**src/rtl/branch_resolve_if.sv**
```systemverilog
// Branch request / redirect bundle between issue, the branch resolver and fetch.
// Signal names keep their direction prefixes as seen from the resolver.
interface branch_resolve_if #(
  parameter int DATA_WIDTH = 64
);
  logic                  in_valid;
  logic                  out_ready;
  logic [2:0]            in_funct3;
  logic [4:0]            in_flag;
  logic [DATA_WIDTH-1:0] in_pc;
  logic [DATA_WIDTH-1:0] in_imm;
  logic                  out_resolved;
  logic                  out_taken;
  logic                  out_redirect_valid;
  logic                  in_redirect_ready;
  logic [DATA_WIDTH-1:0] out_target;
  logic                  out_flush;
  logic                  out_illegal;
  logic                  out_misalign;
  logic [31:0]           out_taken_cnt;

  modport master (
    output in_valid, in_funct3, in_flag, in_pc, in_imm, in_redirect_ready,
    input  out_ready, out_resolved, out_taken, out_redirect_valid, out_target,
           out_flush, out_illegal, out_misalign, out_taken_cnt
  );

  modport slave (
    input  in_valid, in_funct3, in_flag, in_pc, in_imm, in_redirect_ready,
    output out_ready, out_resolved, out_taken, out_redirect_valid, out_target,
           out_flush, out_illegal, out_misalign, out_taken_cnt
  );
endinterface

```
**src/rtl/branch_resolve.sv**
```systemverilog
// Branch resolver: captures one request, decides taken/not-taken from comparator
// flags, issues a redirect to fetch and holds a pipeline flush afterwards.
module branch_resolve #(
  parameter int DATA_WIDTH   = 64,
  parameter int FLUSH_CYCLES = 2
) (
  input logic             in_clk,
  input logic             in_rst_n,
  branch_resolve_if.slave bus
);
  typedef enum logic [1:0] {IDLE, RESOLVE, REDIRECT, FLUSH} state_t;

  typedef struct packed {
    logic [2:0]            funct3;
    logic [4:0]            flag;
    logic [DATA_WIDTH-1:0] pc;
    logic [DATA_WIDTH-1:0] imm;
  } req_t;

  localparam logic [3:0] FLUSH_LOAD = 4'(FLUSH_CYCLES);

  state_t                state_q, state_d;
  req_t                  req_q;
  logic [3:0]            flush_q, flush_d;
  logic [31:0]           taken_cnt_q;
  logic [DATA_WIDTH-1:0] target;
  logic                  cond, illegal, taken, misalign;
  logic                  accept, redir_hs, in_resolve;

  // Adder wraps modulo 2^DATA_WIDTH; operands stay registered so the target is
  // stable for the whole redirect handshake.
  assign target = req_q.pc + req_q.imm;

  always_comb begin
    cond    = 1'b0;
    illegal = 1'b0;
    case (req_q.funct3)
      3'b000:  cond = req_q.flag[4];
      3'b001:  cond = ~req_q.flag[4];
      3'b100:  cond = req_q.flag[3];
      3'b101:  cond = req_q.flag[1];
      3'b110:  cond = req_q.flag[2];
      3'b111:  cond = req_q.flag[0];
      default: illegal = 1'b1;
    endcase
  end

  assign taken      = cond & ~illegal;
  assign misalign   = taken & (target[1:0] != 2'b00);
  assign in_resolve = (state_q == RESOLVE);
  assign accept     = bus.in_valid & (state_q == IDLE);
  assign redir_hs   = (state_q == REDIRECT) & bus.in_redirect_ready;

  always_comb begin
    state_d = state_q;
    flush_d = flush_q;
    case (state_q)
      IDLE:     if (accept) state_d = RESOLVE;
      RESOLVE:  state_d = (taken & ~misalign) ? REDIRECT : IDLE;
      REDIRECT: if (bus.in_redirect_ready) begin
                  state_d = FLUSH;
                  flush_d = FLUSH_LOAD;
                end
      FLUSH:    if (flush_q <= 4'd1) begin
                  state_d = IDLE;
                  flush_d = 4'd0;
                end else begin
                  flush_d = flush_q - 4'd1;
                end
      default:  state_d = IDLE;
    endcase
  end

  always_ff @(posedge in_clk or negedge in_rst_n) begin
    if (!in_rst_n) begin
      state_q     <= IDLE;
      flush_q     <= 4'd0;
      req_q       <= '0;
      taken_cnt_q <= 32'd0;
    end else begin
      state_q <= state_d;
      flush_q <= flush_d;
      if (accept) begin
        req_q.funct3 <= bus.in_funct3;
        req_q.flag   <= bus.in_flag;
        req_q.pc     <= bus.in_pc;
        req_q.imm    <= bus.in_imm;
      end
      if (redir_hs && taken_cnt_q != 32'hFFFF_FFFF)
        taken_cnt_q <= taken_cnt_q + 32'd1;
    end
  end

  assign bus.out_ready          = (state_q == IDLE);
  assign bus.out_resolved       = in_resolve;
  assign bus.out_taken          = in_resolve & taken;
  assign bus.out_illegal        = in_resolve & illegal;
  assign bus.out_misalign       = in_resolve & misalign;
  assign bus.out_redirect_valid = (state_q == REDIRECT);
  assign bus.out_target         = (state_q == REDIRECT) ? target : '0;
  assign bus.out_flush          = (state_q == FLUSH);
  assign bus.out_taken_cnt      = taken_cnt_q;
endmodule

```
**src/flat_wrapper.sv**
```systemverilog
// flat-port wrapper written by rule: the top's interface ports become plain ports
module branch_resolve_flat 
#(
  parameter int DATA_WIDTH   = 64,
  parameter int FLUSH_CYCLES = 2
)
  (in_clk, in_rst_n, bus_in_valid, bus_in_funct3, bus_in_flag, bus_in_pc, bus_in_imm, bus_in_redirect_ready, bus_out_ready, bus_out_resolved, bus_out_taken, bus_out_redirect_valid, bus_out_target, bus_out_flush, bus_out_illegal, bus_out_misalign, bus_out_taken_cnt);
  branch_resolve_if #(.DATA_WIDTH(DATA_WIDTH)) bus_i ();
  input logic in_clk;
  input logic in_rst_n;
  input wire logic [$bits(bus_i.in_valid)-1:0] bus_in_valid;
  input wire logic [$bits(bus_i.in_funct3)-1:0] bus_in_funct3;
  input wire logic [$bits(bus_i.in_flag)-1:0] bus_in_flag;
  input wire logic [$bits(bus_i.in_pc)-1:0] bus_in_pc;
  input wire logic [$bits(bus_i.in_imm)-1:0] bus_in_imm;
  input wire logic [$bits(bus_i.in_redirect_ready)-1:0] bus_in_redirect_ready;
  output wire logic [$bits(bus_i.out_ready)-1:0] bus_out_ready;
  output wire logic [$bits(bus_i.out_resolved)-1:0] bus_out_resolved;
  output wire logic [$bits(bus_i.out_taken)-1:0] bus_out_taken;
  output wire logic [$bits(bus_i.out_redirect_valid)-1:0] bus_out_redirect_valid;
  output wire logic [$bits(bus_i.out_target)-1:0] bus_out_target;
  output wire logic [$bits(bus_i.out_flush)-1:0] bus_out_flush;
  output wire logic [$bits(bus_i.out_illegal)-1:0] bus_out_illegal;
  output wire logic [$bits(bus_i.out_misalign)-1:0] bus_out_misalign;
  output wire logic [$bits(bus_i.out_taken_cnt)-1:0] bus_out_taken_cnt;
  assign bus_i.in_valid = bus_in_valid;
  assign bus_i.in_funct3 = bus_in_funct3;
  assign bus_i.in_flag = bus_in_flag;
  assign bus_i.in_pc = bus_in_pc;
  assign bus_i.in_imm = bus_in_imm;
  assign bus_i.in_redirect_ready = bus_in_redirect_ready;
  assign bus_out_ready = bus_i.out_ready;
  assign bus_out_resolved = bus_i.out_resolved;
  assign bus_out_taken = bus_i.out_taken;
  assign bus_out_redirect_valid = bus_i.out_redirect_valid;
  assign bus_out_target = bus_i.out_target;
  assign bus_out_flush = bus_i.out_flush;
  assign bus_out_illegal = bus_i.out_illegal;
  assign bus_out_misalign = bus_i.out_misalign;
  assign bus_out_taken_cnt = bus_i.out_taken_cnt;
  branch_resolve #(.DATA_WIDTH(DATA_WIDTH), .FLUSH_CYCLES(FLUSH_CYCLES)) u_core (.in_clk(in_clk), .in_rst_n(in_rst_n), .bus(bus_i));
endmodule
```
**config.mk**
```make
export PLATFORM = sky130hd
export DESIGN_NAME = branch_resolve_flat
export DESIGN_NICKNAME = d
export VERILOG_FILES = /design/src/rtl/branch_resolve_if.sv /design/src/rtl/branch_resolve.sv /design/src/flat_wrapper.sv
export SDC_FILE = /design/constraint.sdc
export NUM_CORES = 1
export LEC_CHECK = 0
export CAP_MARGIN = 20
export CELL_PAD_IN_SITES_DETAIL_PLACEMENT = 2
export CELL_PAD_IN_SITES_GLOBAL_PLACEMENT = 2
export CORE_UTILIZATION = 35
export CTS_BUF_LIST = sky130_fd_sc_hd__clkbuf_4 sky130_fd_sc_hd__clkbuf_8
export CTS_CLUSTER_DIAMETER = 150
export DETAILED_ROUTE_END_ITERATION = 6
export PLACE_DENSITY_LB_ADDON = 0.1
export REMOVE_ABC_BUFFERS = 1
export SYNTH_ARGS = -nofsm -noshare
export SYNTH_HDL_FRONTEND = slang
export SYNTH_SLANG_ARGS = --single-unit
export TNS_END_PERCENT = 100
```
**constraint.sdc**
```tcl
create_clock -name in_clk -period 7.1 [get_ports in_clk]
set_input_delay 1.42 -clock in_clk [delete_from_list [all_inputs] [get_ports in_clk]]
set_output_delay 1.42 -clock in_clk [all_outputs]
set_load 0.02 [all_outputs]
```
Word level (Yosys, flattened, before mapping)
Cells that the tools add are included.
{"block": "op_classes", "n_addsub": 3, "n_lt_le_gt_ge": 1, "eq_ne": 12, "n_mux": 11, "bitwise": 10, "reduce_logical": 8}
{"op": "64-bit adder", "n": 1}
{"op": "64-bit two-way mux", "n": 1}
{"op": "32-bit by 1-bit adder with 32-bit output, second input constant", "n": 1}
{"op": "32-bit != test, second input constant", "n": 1}
{"op": "3-bit == test, second input constant", "n": 4}
{"op": "1-bit AND", "n": 8}
{"op": "2-bit two-way mux", "n": 4}
{"op": "4-bit two-way mux", "n": 2}
{"op": "2-bit case mux with 4 select lines", "n": 1}
{"op": "4-bit case mux with 2 select lines", "n": 1}
{"op": "1-bit case mux with 6 select lines", "n": 1}
{"op": "6-bit OR reduction", "n": 1}
{"op": "2-bit == test, second input constant", "n": 2}
{"op": "4-bit by 1-bit less-or-equal comparator with 1-bit output, second input constant", "n": 1}
{"op": "2-bit by 1-bit != test with 1-bit output, second input constant", "n": 2}
{"op": "2-bit nonzero test", "n": 2}
{"op": "4-bit by 1-bit subtractor with 4-bit output, second input constant", "n": 1}
{"op": "3-bit by 1-bit == test with 1-bit output, second input constant", "n": 1}
{"op": "3-bit logical NOT", "n": 1}
{"op": "3-bit AND reduction", "n": 1}
{"op": "2-bit by 1-bit == test with 1-bit output, second input constant", "n": 1}
{"op": "2-bit logical NOT", "n": 1}
{"op": "2-bit != test, second input constant", "n": 1}
{"op": "1-bit NOT", "n": 2}
{"op": "other kinds (3)", "n": 3}
{"block": "totals", "register_bits": 174, "input_bits": 140, "out_inout_bits": 103, "word_cells": 52}

Depth between registers and ports, before layout
Gate-level depths: netlist (run 1).
{"block": "logic_depth", "word_depth": 8, "ltp_mapped": 12, "mapped_depth_nobuf": 12}

Worst setup path before layout (run 1)
Ideal clock, no wire load.
{"block": "synth_timing", "path_kind": "reg2out", "from": "register u_core.req_q[0] (netlist bit)", "to": "output port bus_out_target[56]", "arrival_ps": 2815, "required_time_ps": 5680, "path_slack_ps": 2865, "stages_incl_launch_ff": 13, "path_buffers": 0, "cell_sequence": "dfrtp_1 -> ha_1 -> inv_1 -> fa_1 -> nor2b_2 -> o311ai_2 -> a31oi_2 -> o21ai_2 -> a211oi_2 -> o221ai_2 -> a211oi_1 -> nor3_1 -> nor3b_1"}
{"block": "synth_between", "elab_chain_len": 2}
{"item": "start, declared", "line_no": "branch_resolve.sv:23", "source": "req_t req_q;"}
{"item": "64-bit adder", "line_no": "branch_resolve.sv:32", "source": "assign target = req_q.pc + req_q.imm;"}
{"item": "64-bit two-way mux", "line_no": "branch_resolve.sv:100", "source": "assign bus.out_target = (state_q == REDIRECT) ? target : '0;"}
{"item": "end, declared", "line_no": "flat_wrapper.sv:21", "source": "output wire logic [$bits(bus_i.out_target)-1:0] bus_out_target;"}
Every way passes these cells.

Worst setup path in the final report (run 1)
{"block": "layout_timing", "from": "register u_core.req_q[64] (netlist bit)", "to": "output port bus_out_target[62]"}
The elaborated chain is that of the path after synthesis.

==> reports/results.ini, run 1 <==
[status]
status=finished with violations
violations=design-rule violations

[route]
wirelength_um=36220
via_per_inst=5.379
wl_per_cell_um=21.11
detail_route.iter0.violations=440
drc=28
antenna_left=0
first_pass_iters=6
vias=9230

[clocking]
insertion_delay_ns=0.48
postCtsResizedCells=0
cts.sinks=174
clk_pin_slew_ns=0.11
cts_tree=done
postCtsHoldBufs=0
cts_root_buf=clkbuf_8
h-tree-depth=4
cts_setup_buffers=0
clk_path_buf_depth=2
cts_buffers=17

[placed_design]
gp_congestion=0.8426
place_hpwl_um=28170
dpl.cell_count=1682
portBuffers=242
dp_slack_ns=1.887

[setup_path]
r2r_end=u_core.bus.out_taken_cnt[27]
r2r_start=u_core.state_q[0]
critPathKind=flip-flop to output port
r2r_setup_slack_ns=3.94
cp-end-kind=output port
reg2reg_depth=9
slowest_delay_ns=0.66
crit_fanout=4
crit_required_ns=5.68
path_cells=ha_1, inv_1, fa_1, nor2b_2, o311ai_2, a31oi_2, o21ai_2, a211oi_2, or3_4, a41oi_2, o31ai_1, mux2i_1, clkdlybuf4s50_1
cp-start-kind=flip-flop
critPathBufInv=2
critical_path.top_delay_family=compound AO/OA/AOI/OAI gates
cp_data_arrival_time_ns=4.28
cpMaxStageDelayCell=clkdlybuf4s50_1

[grt]
grt_max_degree=71
grt_pass1_wl_um=58120
grtUsageTotal_pct=22.80
antenna_found_initial=7
grt_pass1_vias=10280
gr-total-overflow=0

[power]
leakage_nw=5.812
powerDensity_nw_per_um2=524.9
ir_drop_mv=0.2064

[hold_path]
hold_path.startpoint=u_core.bus.out_taken_cnt[11]
hold_class=flip-flop to flip-flop
worstHoldPathCells=1
holdPathEnd=u_core.bus.out_taken_cnt[11]

[sta]
finalMaxSlewViolations=0
setup_viol=0
max_freq_ghz=0.1756
finalHoldViolCount=0
hold_ws_ns=0.5021
setup-tns-final_ns=0
fin_crit_ns=5.696
relSlewSlack_pct=40.25
finalCritPeriodShare_pct=80.22
tightestPinTransition_ns=0.8962
setup_ws_ns=1.404
clock_skew_ns=0.01296
rsz0062_at_grt=false

[synthesis]
ys_seq_area_share_pct=39.31
yosysWarnings=0
synth_cells=1092
synth_area_um2=11080
synth-edff-count=0
synth_seq_cells=174
async_flop_share_pct=100.0
avgSynthCellArea_um2=10.14
synth-main-ff-cell=dfrtp_1
yosys.cell_types.count=76

[cells_and_area]
syn2layout_area_growth_pct=28.42
final_nets=1512
fin_cells=1716
drive_above_1_share_pct=16.40

[floorplan]
core_area_um2=30830
dieWidth_um=179.9
pin_count=243
num_rows=64
fp.dieH_um=179.9
initial_utilization_pct=35.93
dieArea_um2=32360

[job]
drv_cap=0

-- layout by cell type, fill, tap and decap left out, types with 4 or more instances in the layout --
cell / instances
a31oi_1: 5
a211oi_1: 7
o31ai_1: 4
clkbuf_8: 18
clkdlybuf4s50_1: 241
nor2_1: 94
and4_4: 4
nor4_1: 4
a21o_1: 30
o21bai_1: 19
xnor2_1: 53
nand4_1: 26
inv_1: 20
nand2_1: 87
buf_4: 5
xor2_1: 29
nor3_1: 19
o211ai_1: 4
and4_1: 4
nand2b_1: 5
a221oi_1: 4
nor3b_1: 5
nor2b_1: 9
nand3_1: 21
dfrtp_1: 174
a21oi_1: 74
a211oi_2: 5
inv_8: 4
ha_1: 66
o21ai_0: 33
mux2_2: 136
and2_1: 8
o21a_1: 13
or3_1: 8
o21ai_1: 6
-- area by class of cell --
class / instances / area, um2
clock buffer: 18 / 247.7
multi-input combinational: 844 / 6409
inverter: 21 / 78.83
clock inverter: 13 / 171.4
timing repair buffer: 247 / 2461
sequential: 174 / 4354
tap: 396 / 495.5
antenna: 3 / 7.507
fill: 3269 / 16600
-- cell usage after synthesis (6+ instances only) --
cell      number  area [um2]
nor2b_1        9       56.30
xor2_1        29       254.0
buf_2         15       75.07
or3_1          8       50.05
nand4_1       26       162.7
nand3_1       21       105.1
nor3_1        19       95.09
a21o_1        30       225.2
nand2b_1       6       37.54
mux2_2       136        1531
a211oi_1       7       52.55
a21oi_1       74       370.4
and2_1         9       56.30
o21a_1        13       97.59
nand2_1       87       326.6
ha_1          66       825.8
xnor2_1       53       464.2
dfrtp_1      174        4354
o21ai_1        6       30.03
nor2_1        94       352.8
o21ai_0       33       165.2
o21bai_1      19       142.6
inv_1         20       75.07
clkbuf_1      32       120.1
-- layer usage --
layer	vias up	GRT usage, %	part of all wire [%]
li1	4352	-	-
met3	30	5.835	5.3
met4	8	4.517	1.1
met2	177	39.30	49
met1	4663	28.74	44
met5	-	0	0.14
-- worst max path at each step --
| stage | from | endpoint | slack (ns) | cells after the start |
|---|---|---|---|---|
| after CTS | u_core.req_q[64] | bus_out_target[62] | 1.29 | 13 |
| after detailed placement | u_core.req_q[64] | bus_out_target[62] | 1.89 | 13 |
| after global placement | u_core.req_q[0] | bus_out_target[62] | 1.95 | 13 |
| final | u_core.req_q[64] | bus_out_target[62] | 1.40 | 13 |
| after floorplan | bus_in_valid | u_core.req_q[0] | 1.95 | 2 |
| after global routing | u_core.req_q[64] | bus_out_target[62] | 1.12 | 13 |
-- flip-flops by register name, indices dropped and copies added (netlist names), named ones only --
register,count
u_core.req_q,136
u_core.bus.out_taken_cnt,32
u_core.flush_q,4
u_core.state_q,1
-- through the flow --
stage	utilization (%)	power [W]	area (um2)
after detailed placement	44.76	0.006714	13800
after global placement	44.76	0.006534	13800
after CTS	46.12	0.007541	14220
final	46.14	0.007467	14220
after global routing	46.12	0.008066	14220
after floorplan	-	0.005254	10840
-- power breakdown --
group | switching (W) | internal (W) | total (W)
Clock | 0.000424 | 0.000336 | 0.000760
Sequential | 0.000278 | 0.00141 | 0.00168
Combinational | 0.00292 | 0.00210 | 0.00502
Total | 0.00362 | 0.00384 | 0.00747
-- cells by family (layout without fill, tap and decap cells) --
kind of cell | after synthesis | count (layout) | share of synthesized area [%]
XOR/XNOR | 82 | 82 | 6.484
other | 0 | 3 | 0
buffers and inverters | 74 | 299 | 2.880
multiplexers | 139 | 139 | 14.21
AO/OA/AOI/OAI | 239 | 239 | 15.23
adder cells (fa/ha/maj) | 67 | 67 | 7.636
AND/OR/NAND/NOR | 317 | 317 | 14.25
flip-flops | 174 | 174 | 39.31
Power figures use the tool's default switching activity.
==> run 2: changes to the inputs <==
CORE_UTILIZATION = 33   (was 35)
clock period = 5.5 ns   (was 7.1 ns; I/O delays follow)
==> run 2 against run 1 <==
The flow now finishes without violations. Sequential power grew 29%. Global-route usage down 1.2 points. Clock power grew 25%. Total power up 28%. First-iteration DRC count shrank 25%. Sequential share of layout area fell by 0.21 points. Clock skew is 0.0021 ns lower. Design area rose by 0.69%. Critical path type unchanged. Critical endpoint is now bus_out_target[46].
==> reports/results.ini, run 2 (synthesized netlist as in run 1, its figures left out) <==
[route]
first_pass_iters=4  ; -2
vias=9182  ; -0.52%
wirelength_um=35730  ; -1.4%
drc=0  ; -100%
wl_per_cell_um=20.24  ; -4.1%
antenna_left=0  ; unchanged
via_per_inst=5.202  ; -3.3%
detail_route.iter0.violations=332  ; -25%

[cells_and_area]
layout_common_cells=241 x clkdlybuf4s50_1, 174 x dfrtp_1, 136 x mux2_2, 94 x nor2_1, 87 x nand2_1
largest_register_ffs=136  ; unchanged
drive_above_1_share_pct=16.74  ; +0.34 points
syn2layout_area_growth_pct=29.31
final_common_cell=clkdlybuf4s50_1
final_nets=1514  ; +0.13%
top_register=u_core.req_q

[grt]
gr-total-overflow=0  ; unchanged
grt_pass1_wl_um=56930  ; -2.1%
grt_pass1_vias=10230  ; -0.46%
grt_max_degree=83  ; +17%
antenna_found_initial=5  ; -2
grtUsageTotal_pct=21.61  ; -1.2 points

[setup_path]
crit_fanout=4  ; unchanged
critPathKind=flip-flop to output port
cp_data_arrival_time_ns=4.16  ; -0.12 ns
crit_required_ns=4.40  ; -1.28 ns
reg2reg_depth=9  ; unchanged
cp-start-kind=flip-flop
cp-end-kind=output port

[sta]
finalMaxSlewViolations=0  ; unchanged
fin_crit_ns=5.264
hold_ws_ns=0.4963  ; -0.005801 ns
rsz0062_at_grt=false
finalHoldViolCount=0  ; unchanged
setup_viol=0  ; unchanged
tightestPinTransition_ns=0.8820  ; -0.01423 ns
max_freq_ghz=0.1900
setup-tns-final_ns=0  ; unchanged
finalCritPeriodShare_pct=95.70
clock_skew_ns=0.01087  ; -0.002094 ns
relSlewSlack_pct=41.20  ; +0.95 points

[clocking]
insertion_delay_ns=0.51  ; +0.03 ns
clk_pin_slew_ns=0.11  ; about the same
cts.sinks=174  ; unchanged
cts_root_buf=clkbuf_8
postCtsHoldBufs=0  ; unchanged
h-tree-depth=4  ; unchanged
cts_setup_buffers=0  ; unchanged
clk_path_buf_depth=2  ; unchanged
cts_buffers=17  ; unchanged
cts_tree=done
postCtsResizedCells=0  ; unchanged

[floorplan]
initial_utilization_pct=33.79  ; -2.1 points
pin_count=243  ; unchanged
dieWidth_um=185.2  ; +3.0%
dieArea_um2=34300  ; +6.0%
num_rows=66  ; +3.1%
fp.dieH_um=185.2  ; +3.0%
core_area_um2=32780  ; +6.3%

[placed_design]
place_hpwl_um=28110  ; -0.22%
gp_congestion=0.8311  ; -1.4%
portBuffers=242  ; unchanged

[hold_path]
hold_class=flip-flop to flip-flop
worstHoldPathCells=1  ; unchanged

[power]
ir_drop_mv=0.2019  ; -2.2%
leakage_nw=5.822  ; +0.18%
powerDensity_nw_per_um2=669.3  ; +27%

[job]
drv_cap=0  ; unchanged

[status]
status=complete, no violations

-- run 2: changes by cell type in the layout (fill, tap and decap cells not counted), sizes merged --
cell and change:
bufinv -1, clkinv -2, clkinvlp +1, clkbuf +3, buf +2
-- run 2: worst max-delay path, cell delays in order, from the launching register on --
cell and delay, ns:
dfrtp_1 0.40, ha_1 0.36, a21oi_1 0.22, o21ai_0 0.14, and4_1 0.25, nor3_1 0.46, a211oi_4 0.15, o311ai_2 0.40
a21oi_1 0.17, o21a_1 0.19, nor3_1 0.24, clkdlybuf4s50_1 0.67
-- run 2: where the power goes --
group | switching [W] | internal [W] | total (W)
Clock | 0.000535 | 0.000412 | 0.000948
Sequential | 0.000341 | 0.00181 | 0.00216
Combinational | 0.00375 | 0.00273 | 0.00648
Total | 0.00463 | 0.00496 | 0.00959
-- run 2: layout make-up --
| class | count | area [um2] |
|---|---|---|
| clock buffer | 21 | 282.8 |
| fill | 3527 | 18460 |
| clock inverter | 11 | 118.9 |
| tap | 442 | 553.0 |
| antenna | 3 | 7.507 |
| sequential | 174 | 4354 |
| timing repair buffer | 249 | 2489 |
| multi-input combinational | 844 | 6440 |
| inverter | 21 | 78.83 |
-- run 2: metrics by stage --
stage / instance area, um2 / cells / worst slack [ns] / util [%] / power [W]
after floorplan: 10840 / 1039 / 0.6745 / - / 0.006782
after global placement: 13880 / 1730 / 0.6894 / 42.35 / 0.008458
after detailed placement: 13880 / 1730 / 0.6767 / 42.35 / 0.008620
after CTS: 14290 / 1762 / 0.06213 / 43.57 / 0.009653
after global routing: 14320 / 1764 / 0.0008651 / 43.68 / 0.01039
final: 14320 / 1765 / 0.2364 / 43.69 / 0.009586
-- run 2: worst paths after layout --
check | startpoint | endpoint | slack [ns]
setup / recovery | u_core.req_q[13] | bus_out_target[46] | 0.24
hold / removal | u_core.bus.out_taken_cnt[22] | u_core.bus.out_taken_cnt[22] | 0.50
setup reg to reg | u_core.state_q[0] | u_core.bus.out_taken_cnt[27] | 2.29
hold reg to reg | u_core.bus.out_taken_cnt[22] | u_core.bus.out_taken_cnt[22] | 0.50
max in group asynchronous | in_rst_n | u_core.req_q[46] | 3.75
min in group asynchronous | in_rst_n | u_core.req_q[84] | 0.63
-- run 2: layer usage --
layer | vias up | global-route usage [%] | routed length, um
met3 | 37 | 6.724 | 2311
met2 | 196 | 35.74 | 16950
met5 | - | 0 | 13
li1 | 4347 | - | -
met1 | 4600 | 26.88 | 15870
met4 | 2 | 6.314 | 585
==> run 3: changes to the inputs <==
TNS_END_PERCENT = 50   (was 100)
==> run 3 against run 2 <==
Clock skew rose by 0.0035 ns. First-iteration DRC count shrank 0.30%. Core utilization about the same. Critical endpoint unchanged. Largest cell class unchanged.
==> reports/results.ini, run 3 (synthesized netlist as in run 1, its figures left out) <==
[status]
status=complete, no violations

[floorplan]
pin_count=243  ; unchanged
dieWidth_um=185.2  ; unchanged
core_area_um2=32780  ; unchanged
dieArea_um2=34300  ; unchanged
initial_utilization_pct=33.79  ; unchanged
fp.dieH_um=185.2  ; unchanged
num_rows=66  ; unchanged

[power]
powerDensity_nw_per_um2=669.2  ; about the same
ir_drop_mv=0.2019  ; about the same
power_w=0.009583  ; about the same
leakage_nw=5.821  ; about the same

[clocking]
postCtsHoldBufs=0  ; unchanged
cts_setup_buffers=0  ; unchanged
clk_path_buf_depth=2  ; unchanged
cts_tree=done
postCtsResizedCells=0  ; unchanged
insertion_delay_ns=0.52  ; about the same
cts_root_buf=clkbuf_8
cts_buffers=17  ; unchanged
clk_pin_slew_ns=0.11  ; about the same
cts.sinks=174  ; unchanged
h-tree-depth=4  ; unchanged

[cells_and_area]
final_nets=1514  ; unchanged
fillers=3526  ; -0.028%
fin_cells=1765  ; unchanged
design_area_um2=14320  ; about the same
top_register=u_core.req_q
drive_above_1_share_pct=16.67  ; -0.076 points
final_common_cell=clkdlybuf4s50_1
layout_common_cells=241 x clkdlybuf4s50_1, 174 x dfrtp_1, 136 x mux2_2, 94 x nor2_1, 87 x nand2_1
syn2layout_area_growth_pct=29.29  ; about the same
utilization_pct=43.68  ; about the same
largest_register_ffs=136  ; unchanged

[route]
wl_per_cell_um=20.25  ; about the same
wirelength_um=35740  ; about the same
via_per_inst=5.203  ; about the same
vias=9184  ; +0.022%
antenna_left=0  ; unchanged
detail_route.iter0.violations=331  ; -0.30%
first_pass_iters=6  ; +2
drc=0  ; unchanged

[setup_path]
critPathKind=flip-flop to output port
slowest_delay_ns=0.67  ; about the same
critical_path.top_delay_family=compound AO/OA/AOI/OAI gates
cp-end-kind=output port
cp_data_arrival_time_ns=4.17  ; about the same
crit_required_ns=4.40  ; about the same
reg2reg_depth=9  ; unchanged
critPathBufInv=1  ; unchanged
r2r_start=u_core.state_q[0]
r2r_end=u_core.bus.out_taken_cnt[27]
cpMaxStageDelayCell=clkdlybuf4s50_1
path_cells=ha_1, a21oi_1, o21ai_0, and4_1, nor3_1, a211oi_4, o311ai_2, a21oi_1, o21a_1, nor3_1, clkdlybuf4s50_1
r2r_setup_slack_ns=2.30  ; about the same
cp-start-kind=flip-flop
crit_fanout=4  ; unchanged

[placed_design]
place_hpwl_um=28110  ; unchanged
gp_congestion=0.8311  ; unchanged
portBuffers=242  ; unchanged
place_area_um2=13880  ; unchanged
dp_slack_ns=0.6767  ; unchanged
dpl.cell_count=1730  ; unchanged

[sta]
setup_ws_ns=0.2291  ; -0.007351 ns
finalHoldViolCount=0  ; unchanged
relSlewSlack_pct=41.05  ; -0.15 points
setup_viol=0  ; unchanged
finalMaxSlewViolations=0  ; unchanged
fin_crit_ns=5.271  ; +0.007351 ns
tightestPinTransition_ns=0.8843  ; +0.002250 ns
finalCritPeriodShare_pct=95.83  ; +0.13 points
clock_skew_ns=0.01435  ; +0.003477 ns
max_freq_ghz=0.1897  ; -0.14%
rsz0062_at_grt=true

[grt]
grt_max_degree=83  ; unchanged
grtUsageTotal_pct=21.61  ; unchanged
use_met3_pct=6.724  ; unchanged
grt_busiest_layer=met2
grt_pass1_vias=10230  ; unchanged
gr-usage-met1_pct=26.88  ; unchanged
gr-total-overflow=0  ; unchanged
gr-usage-met2_pct=35.74  ; unchanged
grt_pass1_wl_um=56930  ; unchanged
antenna_found_initial=5  ; unchanged

[hold_path]
holdPathEnd=u_core.bus.out_taken_cnt[22]
worstHoldPathCells=1  ; unchanged
hold_path.startpoint=u_core.bus.out_taken_cnt[22]
hold_class=flip-flop to flip-flop

[job]
drv_cap=0  ; unchanged

## run 3: cell counts in the layout (fill, tap and decap cells not counted)
Identical to the previous run, type by type.
## run 3: worst max-delay path by stage
stage | start | end | slack, ns | cells past startpoint
6_report | u_core.req_q[13] | bus_out_target[46] | 0.23 | 11
4_1_cts | u_core.req_q[13] | bus_out_target[58] | 0.06 | 11
3_3_place_gp | u_core.req_q[13] | bus_out_target[58] | 0.69 | 11
2_1_floorplan | bus_in_valid | u_core.req_q[0] | 0.67 | 2
3_5_place_dp | u_core.req_q[0] | bus_out_target[62] | 0.68 | 13
5_1_grt | u_core.req_q[83] | bus_out_target[62] | -0.02 | 11
## run 3: power breakdown
group | internal, W | total [W] | switching [W]
Clock | 0.000412 | 0.000949 | 0.000536
Sequential | 0.00181 | 0.00216 | 0.000341
Combinational | 0.00273 | 0.00648 | 0.00375
Total | 0.00495 | 0.00958 | 0.00463
## run 3: layout make-up
class | instances | area (um2) | area share, %
Inverter | 21 | 78.83 | 0.5504
Sequential cell | 174 | 4354 | 30.40
Tap cell | 442 | 553.0 | 3.862
Timing Repair Buffer | 249 | 2489 | 17.38
Multi-Input combinational cell | 844 | 6437 | 44.95
Clock inverter | 11 | 118.9 | 0.8300
Clock buffer | 21 | 282.8 | 1.974
Antenna cell | 3 | 7.507 | 0.05242
## run 3: worst register-to-register path, cell delays in order, from the launching register on
cell	delay [ns]
dfrtp_1	0.46
nand2b_2	0.61
clkinv_1	0.44
nand2_1	0.18
a31oi_4	0.33
and3_4	0.28
and3_1	0.32
nor2b_4	0.22
nand4_1	0.12
xnor2_1	0.14
## run 3: per-stage QoR
stage,setup TNS [ns],hold slack (ns)
final,0,0.4963
after global placement,0,0.4810
after detailed placement,0,0.4751
after CTS,0,0.5020
after global routing,-0.01810,0.5260
after floorplan,0,0.4641
## run 3: metal layers
| layer | vias up | routed length [um] |
|---|---|---|
| met2 | 200 | 17010 |
| met5 | - | 13 |
| met3 | 35 | 2399 |
| met4 | 2 | 535 |
| met1 | 4599 | 15780 |
| li1 | 4348 | - |
